--- config.mk ---
export PLATFORM = sky130hd
export DESIGN_NAME = load_store_unit_flat
export DESIGN_NICKNAME = d
export VERILOG_FILES = /design/src/rtl/load_store_unit_if.sv /design/src/rtl/load_store_unit.sv /design/src/flat_wrapper.sv
export SDC_FILE = /design/constraint.sdc
export NUM_CORES = 1
export LEC_CHECK = 0
export CAP_MARGIN = 20
export CELL_PAD_IN_SITES_DETAIL_PLACEMENT = 1
export CELL_PAD_IN_SITES_GLOBAL_PLACEMENT = 1
export CORE_MARGIN = 4
export CORE_UTILIZATION = 31
export DETAILED_ROUTE_END_ITERATION = 16
export PLACE_DENSITY_LB_ADDON = 0.1
export REMOVE_ABC_BUFFERS = 1
export SYNTH_ARGS = -nofsm -noshare
export SYNTH_HDL_FRONTEND = slang
export SYNTH_SLANG_ARGS = --single-unit
--- constraint.sdc ---
create_clock -name clk -period 4.1 [get_ports clk]
set_clock_uncertainty 0.2 [all_clocks]
set_input_delay 1.025 -clock clk [delete_from_list [all_inputs] [get_ports clk]]
set_output_delay 1.025 -clock clk [all_outputs]
set_load 0.02 [all_outputs]
--- src/rtl/load_store_unit_if.sv ---
// Bundle of pipeline request, data-memory and load-result signals around the load/store unit.
// master = pipeline plus data memory side, slave = the load/store unit itself.
interface load_store_unit_if;
    logic        req_valid;
    logic [3:0]  req_op;
    logic [31:0] req_addr;
    logic [31:0] req_wdata;
    logic        stall;
    logic [31:0] dm_addr;
    logic [31:0] dm_wdata;
    logic        dm_r;
    logic        dm_w;
    logic [31:0] dm_rdata;
    logic        load_valid;
    logic [31:0] load_data;
    logic        misalign_err;

    modport master (
        output req_valid, req_op, req_addr, req_wdata, dm_rdata,
        input  stall, dm_addr, dm_wdata, dm_r, dm_w, load_valid, load_data, misalign_err
    );

    modport slave (
        input  req_valid, req_op, req_addr, req_wdata, dm_rdata,
        output stall, dm_addr, dm_wdata, dm_r, dm_w, load_valid, load_data, misalign_err
    );
endinterface

--- src/rtl/load_store_unit.sv ---
// Load/store unit for a word-wide data memory with one-cycle registered reads.
// Sub-word stores are read-modify-write; sub-word loads are lane-selected and extended.
//
// state     | meaning
// ----------+-----------------------------------------------------------------
// IDLE      | accept a request; SW and misaligned accesses finish here
// LOAD_RESP | memory word arrives, extract/extend it and present load_data
// RMW_MERGE | memory word arrives, merge store lanes and write it back
module load_store_unit (
    input  logic             clk,
    input  logic             rst,
    load_store_unit_if.slave bus
);
    typedef enum logic [1:0] {IDLE, LOAD_RESP, RMW_MERGE} state_t;

    localparam logic [3:0] OP_LB  = 4'b0001;
    localparam logic [3:0] OP_LBU = 4'b0010;
    localparam logic [3:0] OP_LH  = 4'b0011;
    localparam logic [3:0] OP_LHU = 4'b0100;
    localparam logic [3:0] OP_LW  = 4'b0101;
    localparam logic [3:0] OP_SB  = 4'b1000;
    localparam logic [3:0] OP_SH  = 4'b1001;
    localparam logic [3:0] OP_SW  = 4'b1010;

    state_t      state;
    state_t      state_next;
    logic [3:0]  op_q;
    logic [31:0] addr_q;
    logic [15:0] wdata_q;

    logic        is_load;
    logic        is_store;
    logic        misaligned;
    logic        accept;
    logic [7:0]  byte_sel;
    logic [15:0] half_sel;
    logic [31:0] load_ext;
    logic [31:0] lane_mask;
    logic [31:0] lane_data;
    logic [31:0] merged;

    always_comb begin
        is_load    = bus.req_op inside {OP_LB, OP_LBU, OP_LH, OP_LHU, OP_LW};
        is_store   = bus.req_op inside {OP_SB, OP_SH, OP_SW};
        misaligned = ((bus.req_op inside {OP_LH, OP_LHU, OP_SH}) && bus.req_addr[0]) ||
                     ((bus.req_op inside {OP_LW, OP_SW}) && (bus.req_addr[1:0] != 2'b00));
        accept     = bus.req_valid && (is_load || is_store) && !misaligned;
    end

    always_ff @(posedge clk) begin
        if (rst) begin
            state <= IDLE;
        end else begin
            state <= state_next;
        end
    end

    always_ff @(posedge clk) begin
        if (rst) begin
            op_q    <= 4'b0000;
            addr_q  <= 32'h0;
            wdata_q <= 16'h0;
        end else if (state == IDLE && accept) begin
            op_q    <= bus.req_op;
            addr_q  <= bus.req_addr;
            wdata_q <= bus.req_wdata[15:0];
        end
    end

    always_comb begin
        state_next = state;
        case (state)
            IDLE: begin
                if (accept && is_load) begin
                    state_next = LOAD_RESP;
                end else if (accept && bus.req_op != OP_SW) begin
                    state_next = RMW_MERGE;
                end
            end
            LOAD_RESP: state_next = IDLE;
            RMW_MERGE: state_next = IDLE;
            default:   state_next = IDLE;
        endcase
    end

    // Lane extraction and merge work on the word returned for the captured address.
    always_comb begin
        byte_sel = bus.dm_rdata[{addr_q[1:0], 3'b000} +: 8];
        half_sel = addr_q[1] ? bus.dm_rdata[31:16] : bus.dm_rdata[15:0];
        case (op_q)
            OP_LB:   load_ext = {{24{byte_sel[7]}}, byte_sel};
            OP_LBU:  load_ext = {24'h0, byte_sel};
            OP_LH:   load_ext = {{16{half_sel[15]}}, half_sel};
            OP_LHU:  load_ext = {16'h0, half_sel};
            default: load_ext = bus.dm_rdata;
        endcase
        if (op_q == OP_SB) begin
            lane_mask = 32'h0000_00FF << {addr_q[1:0], 3'b000};
            lane_data = {4{wdata_q[7:0]}};
        end else begin
            lane_mask = addr_q[1] ? 32'hFFFF_0000 : 32'h0000_FFFF;
            lane_data = {2{wdata_q}};
        end
        merged = (bus.dm_rdata & ~lane_mask) | (lane_data & lane_mask);
    end

    always_comb begin
        bus.stall        = 1'b0;
        bus.dm_r         = 1'b0;
        bus.dm_w         = 1'b0;
        bus.dm_wdata     = 32'h0;
        bus.load_valid   = 1'b0;
        bus.load_data    = 32'h0;
        bus.misalign_err = 1'b0;
        bus.dm_addr      = (state == IDLE) ? {bus.req_addr[31:2], 2'b00} : {addr_q[31:2], 2'b00};
        if (!rst) begin
            case (state)
                IDLE: begin
                    if (bus.req_valid && (is_load || is_store)) begin
                        if (misaligned) begin
                            bus.misalign_err = 1'b1;
                        end else if (bus.req_op == OP_SW) begin
                            bus.dm_w     = 1'b1;
                            bus.dm_wdata = bus.req_wdata;
                        end else begin
                            bus.dm_r  = 1'b1;
                            bus.stall = 1'b1;
                        end
                    end
                end
                LOAD_RESP: begin
                    bus.load_valid = 1'b1;
                    bus.load_data  = load_ext;
                end
                RMW_MERGE: begin
                    bus.dm_w     = 1'b1;
                    bus.dm_wdata = merged;
                end
                default: ;
            endcase
        end
    end
endmodule

--- src/flat_wrapper.sv ---
// flat-port wrapper written by rule: the top's interface ports become plain ports
module load_store_unit_flat 
  (clk, rst, bus_req_valid, bus_req_op, bus_req_addr, bus_req_wdata, bus_dm_rdata, bus_stall, bus_dm_addr, bus_dm_wdata, bus_dm_r, bus_dm_w, bus_load_valid, bus_load_data, bus_misalign_err);
  load_store_unit_if bus_i ();
  input  logic clk;
  input  logic rst;
  input wire logic [$bits(bus_i.req_valid)-1:0] bus_req_valid;
  input wire logic [$bits(bus_i.req_op)-1:0] bus_req_op;
  input wire logic [$bits(bus_i.req_addr)-1:0] bus_req_addr;
  input wire logic [$bits(bus_i.req_wdata)-1:0] bus_req_wdata;
  input wire logic [$bits(bus_i.dm_rdata)-1:0] bus_dm_rdata;
  output wire logic [$bits(bus_i.stall)-1:0] bus_stall;
  output wire logic [$bits(bus_i.dm_addr)-1:0] bus_dm_addr;
  output wire logic [$bits(bus_i.dm_wdata)-1:0] bus_dm_wdata;
  output wire logic [$bits(bus_i.dm_r)-1:0] bus_dm_r;
  output wire logic [$bits(bus_i.dm_w)-1:0] bus_dm_w;
  output wire logic [$bits(bus_i.load_valid)-1:0] bus_load_valid;
  output wire logic [$bits(bus_i.load_data)-1:0] bus_load_data;
  output wire logic [$bits(bus_i.misalign_err)-1:0] bus_misalign_err;
  assign bus_i.req_valid = bus_req_valid;
  assign bus_i.req_op = bus_req_op;
  assign bus_i.req_addr = bus_req_addr;
  assign bus_i.req_wdata = bus_req_wdata;
  assign bus_i.dm_rdata = bus_dm_rdata;
  assign bus_stall = bus_i.stall;
  assign bus_dm_addr = bus_i.dm_addr;
  assign bus_dm_wdata = bus_i.dm_wdata;
  assign bus_dm_r = bus_i.dm_r;
  assign bus_dm_w = bus_i.dm_w;
  assign bus_load_valid = bus_i.load_valid;
  assign bus_load_data = bus_i.load_data;
  assign bus_misalign_err = bus_i.misalign_err;
  load_store_unit u_core (.clk(clk), .rst(rst), .bus(bus_i));
endmodule
==> impl_summary.md, run 1 <==
Logic synthesis
Counting flops and latches in the post-synthesis netlist gives 54. The cell type with the highest aggregate area in the netlist is dfxtp_1. The sequential area share after synthesis is between 20% and 30%. In the synthesized netlist the async set-or-reset flop fraction comes to 0%. The cell count after synthesis came out at ~500. Averaged over all synthesized cells, the footprint is 9.06 µm². The synthesized netlist contains 54 unique library cells. In the post-synthesis netlist, the biggest area contributors are dfxtp_1, mux2i_1, nand2b_1.

The area share of the largest cell type after synthesis is 23.2%. Yosys printed 0 warnings. The number of flops mapped to enable cells by yosys is 0.

The mapped netlist covers approximately 4700 µm². In the synthesized netlist the dominant register cell turns out to be dfxtp_1.

Pwr
The clock network accounts for a little under a third of the total power. In this run, flip-flops and latches consume between 30% and 40% of the power. The design internal power is 1.14 mW. The share of total power consumed by net switching is a little under a third. The combinational share of power is 33.7%. The leakage power of the design is 3.01 nW. VDD sags by at most 0.188 mV. The power density of the placed cells is 227 nW/µm². The net switching power is just over 0.5 mW.

Detailed routing
The count of TritonRoute iterations in the first routing pass is 4. The ratio of routed vias to standard cells is 5.26. The final routed wire length divided by cell count is between 20 and 25 µm. The DRC violation total after the first TritonRoute iteration is about 240. Wires add up to between 15000 and 20000 µm. Detailed routing inserted a total of between 4000 and 5000 vias. The detail route stage leaves a number of antenna-violating nets equal to 0. The post-route DRC violation count is 0.

Timing
The post-layout minimum cycle time is about 4.0 ns. The worst pin sits at a relative slew slack of around 43%. The maximum clock rate is 248 MHz.

The post-route worst setup slack is about 0.068 ns. Hold is met by roughly 0.28 ns. For the final routed database, the setup TNS stands at 0 ns.

The transition at the pin with the smallest max-transition slack is ~0.85 ns. The max-slew violation total from the final report came to 0. Setup repair after global routing left no endpoint under its margin.

The final setup violation count is 0. The number of endpoints with negative hold slack in the final report is 0. The fraction of the cycle the final worst path needs is 98.4%.

Global route
The first global-routing pass estimated ~30000 µm of wire. The overall global routing resource usage is 22.4%. The number of global-route vias before repair is 5415. The maximum number of pins on one net before global-route repair is around 100. The initial antenna violation count is 2.

After global routing the overflow that remains totals 0.

Clock network
No sink is reached through more buffers than the 2 on the longest clock path. The clock-pin slew on the worst setup and hold paths is 0.07 ns. The CTS buffer count is 5. Counting every sink on the clock net gives 54. The depth of the CTS H-tree is 2. CTS placed an instance of clkbuf_16 at the clock tree root. Clock latency on the worst-skew pair, taken at its later pin, is about 0.3 ns.

The clock tree from TritonCTS is yes.

Setup path
The slowest stage of the critical path belongs to the cell or4_1. The worst setup path is launched from an input port. The critical setup path kind is in -> out. The critical path goes through buf_2 -> or3b_1 -> or4_1 -> buf_4 -> nand2b_1 -> nand3_1 -> dlygate4sd2_1. At the worst endpoint, the arrival time is approximately 2.8 ns.

Data on the critical path is required at its endpoint by 2.87 ns. The worst-case register-to-register setup slack is a little under 2 ns. The critical-path maximum fanout is 5.

The longest individual stage delay on the worst path is roughly 0.55 ns. The worst setup path is captured at a primary output.

Placement
Input and output buffers added on the ports amount to 201. Summing all placed instances gives a cell area of a little over 7000 µm². The global placer's final weighted congestion is 0.891. The post-DP HPWL is between 10000 and 15000 µm. The worst setup timing slack at the placement stage is -0.742 ns.

Layout
The multi-input logic area is 3380 µm². The layout filler cell count is between 1500 and 2000. The diode insertion count for antenna repair is 0. Summing all flip-flop and latch instances after layout gives approximately 1100 µm². The area growth from synthesis to layout is 56.1%. The final layout contains 839 nets. Cells with a size suffix above 1 make up around 28% of the layout.

The finished layout cell area is 7270 µm².

Floorplan
The floorplan die height is between 100 and 150 µm. The row count is 44. For this design the top-level I/O count stands at between 200 and 250. The floorplan step defined a core boundary enclosing between 10000 and 15000 µm².

The die is 131 µm wide. The starting utilization of the core area is approximately a third. The die covers 17000 µm².

Run status
The run finished with clean final reports.

Flow run
The number of max-capacitance violations reported is 0.

Hold path
The type of the tightest min-delay check is reg -> reg.
## worst paths after layout
check / start / endpoint / depth (start not counted)
worst max-delay path: rst / bus_load_data[3] / 7
worst min-delay path: u_core.addr_q[7]$_SDFFE_PP0P_ / u_core.addr_q[7]$_SDFFE_PP0P_ / 2
worst min register to register: u_core.addr_q[7]$_SDFFE_PP0P_ / u_core.addr_q[7]$_SDFFE_PP0P_ / 2
worst max register to register: u_core.state[1]$_SDFFE_PP0P_ / u_core.addr_q[8]$_SDFFE_PP0P_ / 6
## registers in the layout, summed over array words and instances, names as in the netlist
| signal | flops |
|---|---|
| u_core.addr_q | 32 |
| u_core.wdata_q | 16 |
| u_core.state | 2 |
| u_core.op_q | 4 |
## logic make-up after synthesis
family / Yosys count / share of synthesized area, %
buf+inv: 63 / 6.77
simple gates: 174 / 23.6
mux: 115 / 27.7
xor+xnor: 2 / 0.376
other cells: 1 / 0.0805
flops: 54 / 23.2
compound gates: 105 / 18.2
## synth_stat cells, drive strengths merged (2+ instances only)
library cell,count
nand2b,119
mux2i,75
dfxtp,54
mux2,32
clkbuf,26
buf,25
nand3,21
o2bb2ai,18
o21a,17
a2bb2oi,13
inv,12
a21oi,10
a21o,9
a221oi,8
mux4,8
a22o,7
o21ai,7
nor2,5
nand2,4
or3b,4
and2,3
nand3b,3
nor3,3
o22ai,3
or4,3
a211oi,2
a21boi,2
a31oi,2
nor4b,2
or2b,2
xnor2,2
## placed cells by master, fill, tap and decap left out, drive strengths merged, types with 5 or more instances in the layout
cell / n
inv: 13
nand2b: 119
mux4: 8
o21a: 17
nor2: 5
dlygate4sd2: 5
dfxtp: 54
dlymetal6s2s: 5
clkbuf: 12
mux2i: 75
o21ai: 7
buf: 119
clkdlybuf4s50: 124
a22o: 7
a221oi: 8
a21o: 9
mux2: 32
nand3: 21
o2bb2ai: 18
a2bb2oi: 13
a21oi: 10
## layout make-up
| class | count | share of cell area (%) |
|---|---|---|
| Clock inverter | 3 | 0.654 |
| Clock buffer | 5 | 1.72 |
| Tap cell | 184 | 3.17 |
| Multi-Input combinational cell | 398 | 46.4 |
| Inverter | 12 | 0.620 |
| Timing Repair Buffer | 265 | 32.5 |
| Sequential cell | 54 | 14.9 |
## metrics by stage
stage                     cells  total power, mW  utilization, %
final                       921             1.65            49.6
after global routing        921             1.73            49.6
after CTS                   919             1.67            49.3
after detailed placement    904             1.14            48.6
after global placement      904             1.13            48.6
after floorplan             464            0.861               -
## power by group through the flow
stage,clock network [mW],logic [mW],registers [mW]
2_1_floorplan,0,0.270,0.590
3_3_place_gp,0,0.539,0.590
3_5_place_dp,0,0.552,0.592
4_1_cts,0.533,0.558,0.580
5_1_grt,0.552,0.597,0.586
6_report,0.513,0.557,0.580
## timing repair
item | CTS | global route
setup buffers | 5 | 1
resized for setup | 255 | 31
hold buffers | 0 | 0
gates cloned | 2 | 1
endpoints found under the setup margin | 68 | 45
pin swaps | 4 | 4
## worst max-delay path, delay by kind of cell
kind | cells | cell delay [ns]
AND/OR/NAND/NOR | 4 | 1.14
buffers and inverters | 3 | 0.64
## per-layer routing
metal	track usage, %	up-vias	part of all wire (%)
met2	38.5	138	50
met4	6.84	4	2.1
met5	0	-	0.11
met1	27.2	2375	42
met3	6.34	27	6.3
li1	-	2298	-
Power figures use the tool's default switching activity.
==> run 2, diff against run 1 <==
--- a/config.mk
+++ b/config.mk
@@ -8,6 +8,7 @@
 export CAP_MARGIN = 20
 export CELL_PAD_IN_SITES_DETAIL_PLACEMENT = 1
 export CELL_PAD_IN_SITES_GLOBAL_PLACEMENT = 1
+export CORE_ASPECT_RATIO = 1.4
 export CORE_MARGIN = 4
 export CORE_UTILIZATION = 31
 export DETAILED_ROUTE_END_ITERATION = 16
==> impl_summary.md, run 2 (same netlist as run 1, synthesis figures left out) <==
Run status
The flow ran to the end, and the final reports show no timing, DRC or antenna violations.

Timing
The max-slew violation total from the final report is 0 (unchanged). The transition at the pin with the smallest max-transition slack came to 0.905 ns (+0.0555 ns). The final hold slack came to 0.276 ns (-0.000123 ns). The fraction of the cycle the final worst path needs is 99.0% (+0.68 points).

The final setup violation count was 0 (unchanged). The number of endpoints with negative hold slack in the final report came to 0 (unchanged). The post-route worst setup slack is 0.0398 ns (-0.0277 ns). The maximum clock rate came to 246 MHz (-0.68%).

The normalized max-slew margin is 39.6% (-3.7 points). The post-layout minimum cycle time is 4.06 ns (+0.0277 ns). The setup TNS was 0 ns (unchanged).

Global route
The maximum number of pins on one net before global-route repair is 52 (-50%). The initial antenna violation count is 2 (unchanged). The number of global-route vias before repair is 5319 (-1.8%). The wire length of the first global-routing pass was 29600 µm (-0.97%). The overall global routing resource usage was 21.6% (-0.85 points).

The total global routing overflow came to 0 (unchanged).

Placement
The instance area at placement came to 7130 µm² (+0.19%). The global placer's final weighted congestion came to 0.834 (-6.4%). The post-DP HPWL came to 14400 µm (+2.2%). The total placed cells including tap cells was 911 (+0.77%).

The quantity of I/O buffers inserted on ports is 201 (unchanged). The worst setup timing slack at the placement stage came to -0.659 ns (+0.0829 ns).

Setup path
The data required time at the worst endpoint is 2.87 ns (about the same). The worst setup path is launched from an input port. On the critical path, the stage with the largest delay is an instance of or4_1. The element type at the critical path end is a primary output. The critical setup path kind is in -> out. The critical-path maximum fanout is 7 (+2).

The arrival time of the worst setup path is 2.84 ns (+0.03 ns). The buffer and inverter count on the worst path came to 3 (unchanged). Walking the worst path, the cells encountered are buf_2 -> or3b_1 -> or4_1 -> buf_4 -> nand2b_1 -> nand3_1 -> dlygate4sd2_1. The longest individual stage delay on the worst path was 0.49 ns (-0.06 ns). The largest delay contributor family on the critical path is simple AND/OR/NAND/NOR gates.

Hold path
The type of the tightest min-delay check is reg -> reg.

Layout
The fraction of layout instances using a drive strength above 1 is 27.1% (-0.44 points). The leading cell type in the layout, fill and taps excluded is clkdlybuf4s50_1. In the layout the commonest cells are clkdlybuf4s50_1, nand2b_1, mux2i_1. The layout filler cell count is 1702 (-1.3%). The finished layout cell area is 7220 µm² (-0.76%).

The post-layout utilization of the core is 49.5% (-0.14 points). The number of standard cells in the layout, taps in and fillers out is 927 (+0.65%). The number of nets in the final layout is 840 (+0.12%). The diode insertion count for antenna repair is 0 (unchanged). From synthesis to final layout, the design area changed by 54.9%.

The number of flip-flops under the largest register name is 32 (unchanged). The register with the most flip-flops in the final layout is u_core.addr_q. The largest registers in the layout are u_core.addr_q (32), u_core.wdata_q (16), u_core.op_q (4).

Detailed routing
The final routed wire length divided by cell count is 20.6 µm (-2.2%). The DRC violation total after the first TritonRoute iteration came to 188 (-22%). The count of TritonRoute iterations in the first routing pass is 4 (unchanged).

The total routed wirelength came to 19100 µm (-1.6%). The via count is 4872 (+0.62%). The ratio of routed vias to standard cells is 5.26 (about the same). The residual antenna-violating net count after detailed routing is 0 (unchanged). The post-route DRC violation count is 0 (unchanged).

Pwr
The power density of the placed cells is 218 nW/µm² (-3.8%). The worst IR drop on VDD is 0.148 mV (-21%). The overall power after layout is 1.58 mW (-4.5%). The leakage power of the design was 2.96 nW (-1.9%).

Floorplan
The boundary pin count was 204 (unchanged). The placeable core region is 14600 µm² (-0.48%). The die outline width is 112 µm (-15%). The overall die area is 17100 µm² (+0.16%). The starting utilization of the core area was 32.0% (+0.15 points).

The row count is 52 (+18%). The floorplan die height came to 153 µm (+17%).

Clock network
TritonCTS built the clock tree. The number of buffers added to fix hold violations after cts is 0 (unchanged). The number of clock sinks is 54 (unchanged). The master cell of the clock root buffer is clkbuf_16. The clock network latency to the later pin of the worst-skew pair was 0.30 ns (about the same).

The maximum buffer depth of the clock tree is 2 (unchanged). The depth of the CTS H-tree came to 2 (unchanged). The CTS buffer count is 5 (unchanged). The clock-pin slew on the worst setup and hold paths is 0.08 ns (about the same).

Flow run
The number of max-capacitance violations reported is 0 (unchanged).
[run 2: layout make-up]
cell class / count / area (µm²) / share of cell area, %
multi-input cells: 398 / 3350 / 46.5
clock buffers: 6 / 129 / 1.79
inverters: 12 / 45.0 / 0.624
repair buffers: 266 / 2350 / 32.6
clock inverters: 2 / 16.3 / 0.225
well taps: 189 / 236 / 3.28
flip-flops and latches: 54 / 1080 / 15.0
[run 2: metal layers]
metal  share of wire, %  track usage (%)
met5               0.12                0
met4                1.7             5.80
met3                6.4             6.05
met2                 53             40.0
met1                 39             23.9
[run 2: final timing paths]
check                                                    from                              end  slack [ns]  depth (start not counted)
worst max-delay path                                      rst                 bus_load_data[3]        0.04                          7
worst min-delay path            u_core.addr_q[2]$_SDFFE_PP0P_    u_core.addr_q[2]$_SDFFE_PP0P_        0.28                          2
worst max register to register   u_core.state[1]$_SDFFE_PP0P_  u_core.wdata_q[12]$_SDFFE_PP0P_        2.00                          6
worst min register to register  u_core.addr_q[2]$_SDFFE_PP0P_    u_core.addr_q[2]$_SDFFE_PP0P_        0.28                          2
[run 2: what timing repair did]
action                                  4_1_cts  5_1_grt
resized for setup                           261       40
hold endpoints to repair                      0        0
cloned                                        2        0
endpoints found under the setup margin       68       58
pin swaps                                     3        4
setup buffers                                 4        2
[run 2: where the power goes]
part	switching (mW)	leakage [nW]	internal [mW]	total, mW
sequential	0.0246	0.441	0.555	0.580
clock	0.209	0.0675	0.230	0.439
combinational	0.260	2.45	0.297	0.557
total	0.494	2.96	1.08	1.58
[run 2: worst reg2reg max path, delay by kind of cell (launching register included)]
family                 cells  cell delay, ns
AOI/OAI and AO/OA          1            0.16
muxes                      1            0.29
DFF                        1            0.36
and+or+nand+nor            2            0.29
buffers and inverters      2            0.72
==> run 3, diff against run 2 <==
--- a/config.mk
+++ b/config.mk
@@ -5,13 +5,14 @@
 export SDC_FILE = /design/constraint.sdc
 export NUM_CORES = 1
 export LEC_CHECK = 0
-export CAP_MARGIN = 20
+export CAP_MARGIN = 25
 export CELL_PAD_IN_SITES_DETAIL_PLACEMENT = 1
 export CELL_PAD_IN_SITES_GLOBAL_PLACEMENT = 1
 export CORE_ASPECT_RATIO = 1.4
 export CORE_MARGIN = 4
 export CORE_UTILIZATION = 31
 export DETAILED_ROUTE_END_ITERATION = 16
+export HOLD_SLACK_MARGIN = 0.1
 export PLACE_DENSITY_LB_ADDON = 0.1
 export REMOVE_ABC_BUFFERS = 1
 export SYNTH_ARGS = -nofsm -noshare
==> results of run 3 <==
The final DEF is identical to that of run 2; final timing and power are the same.
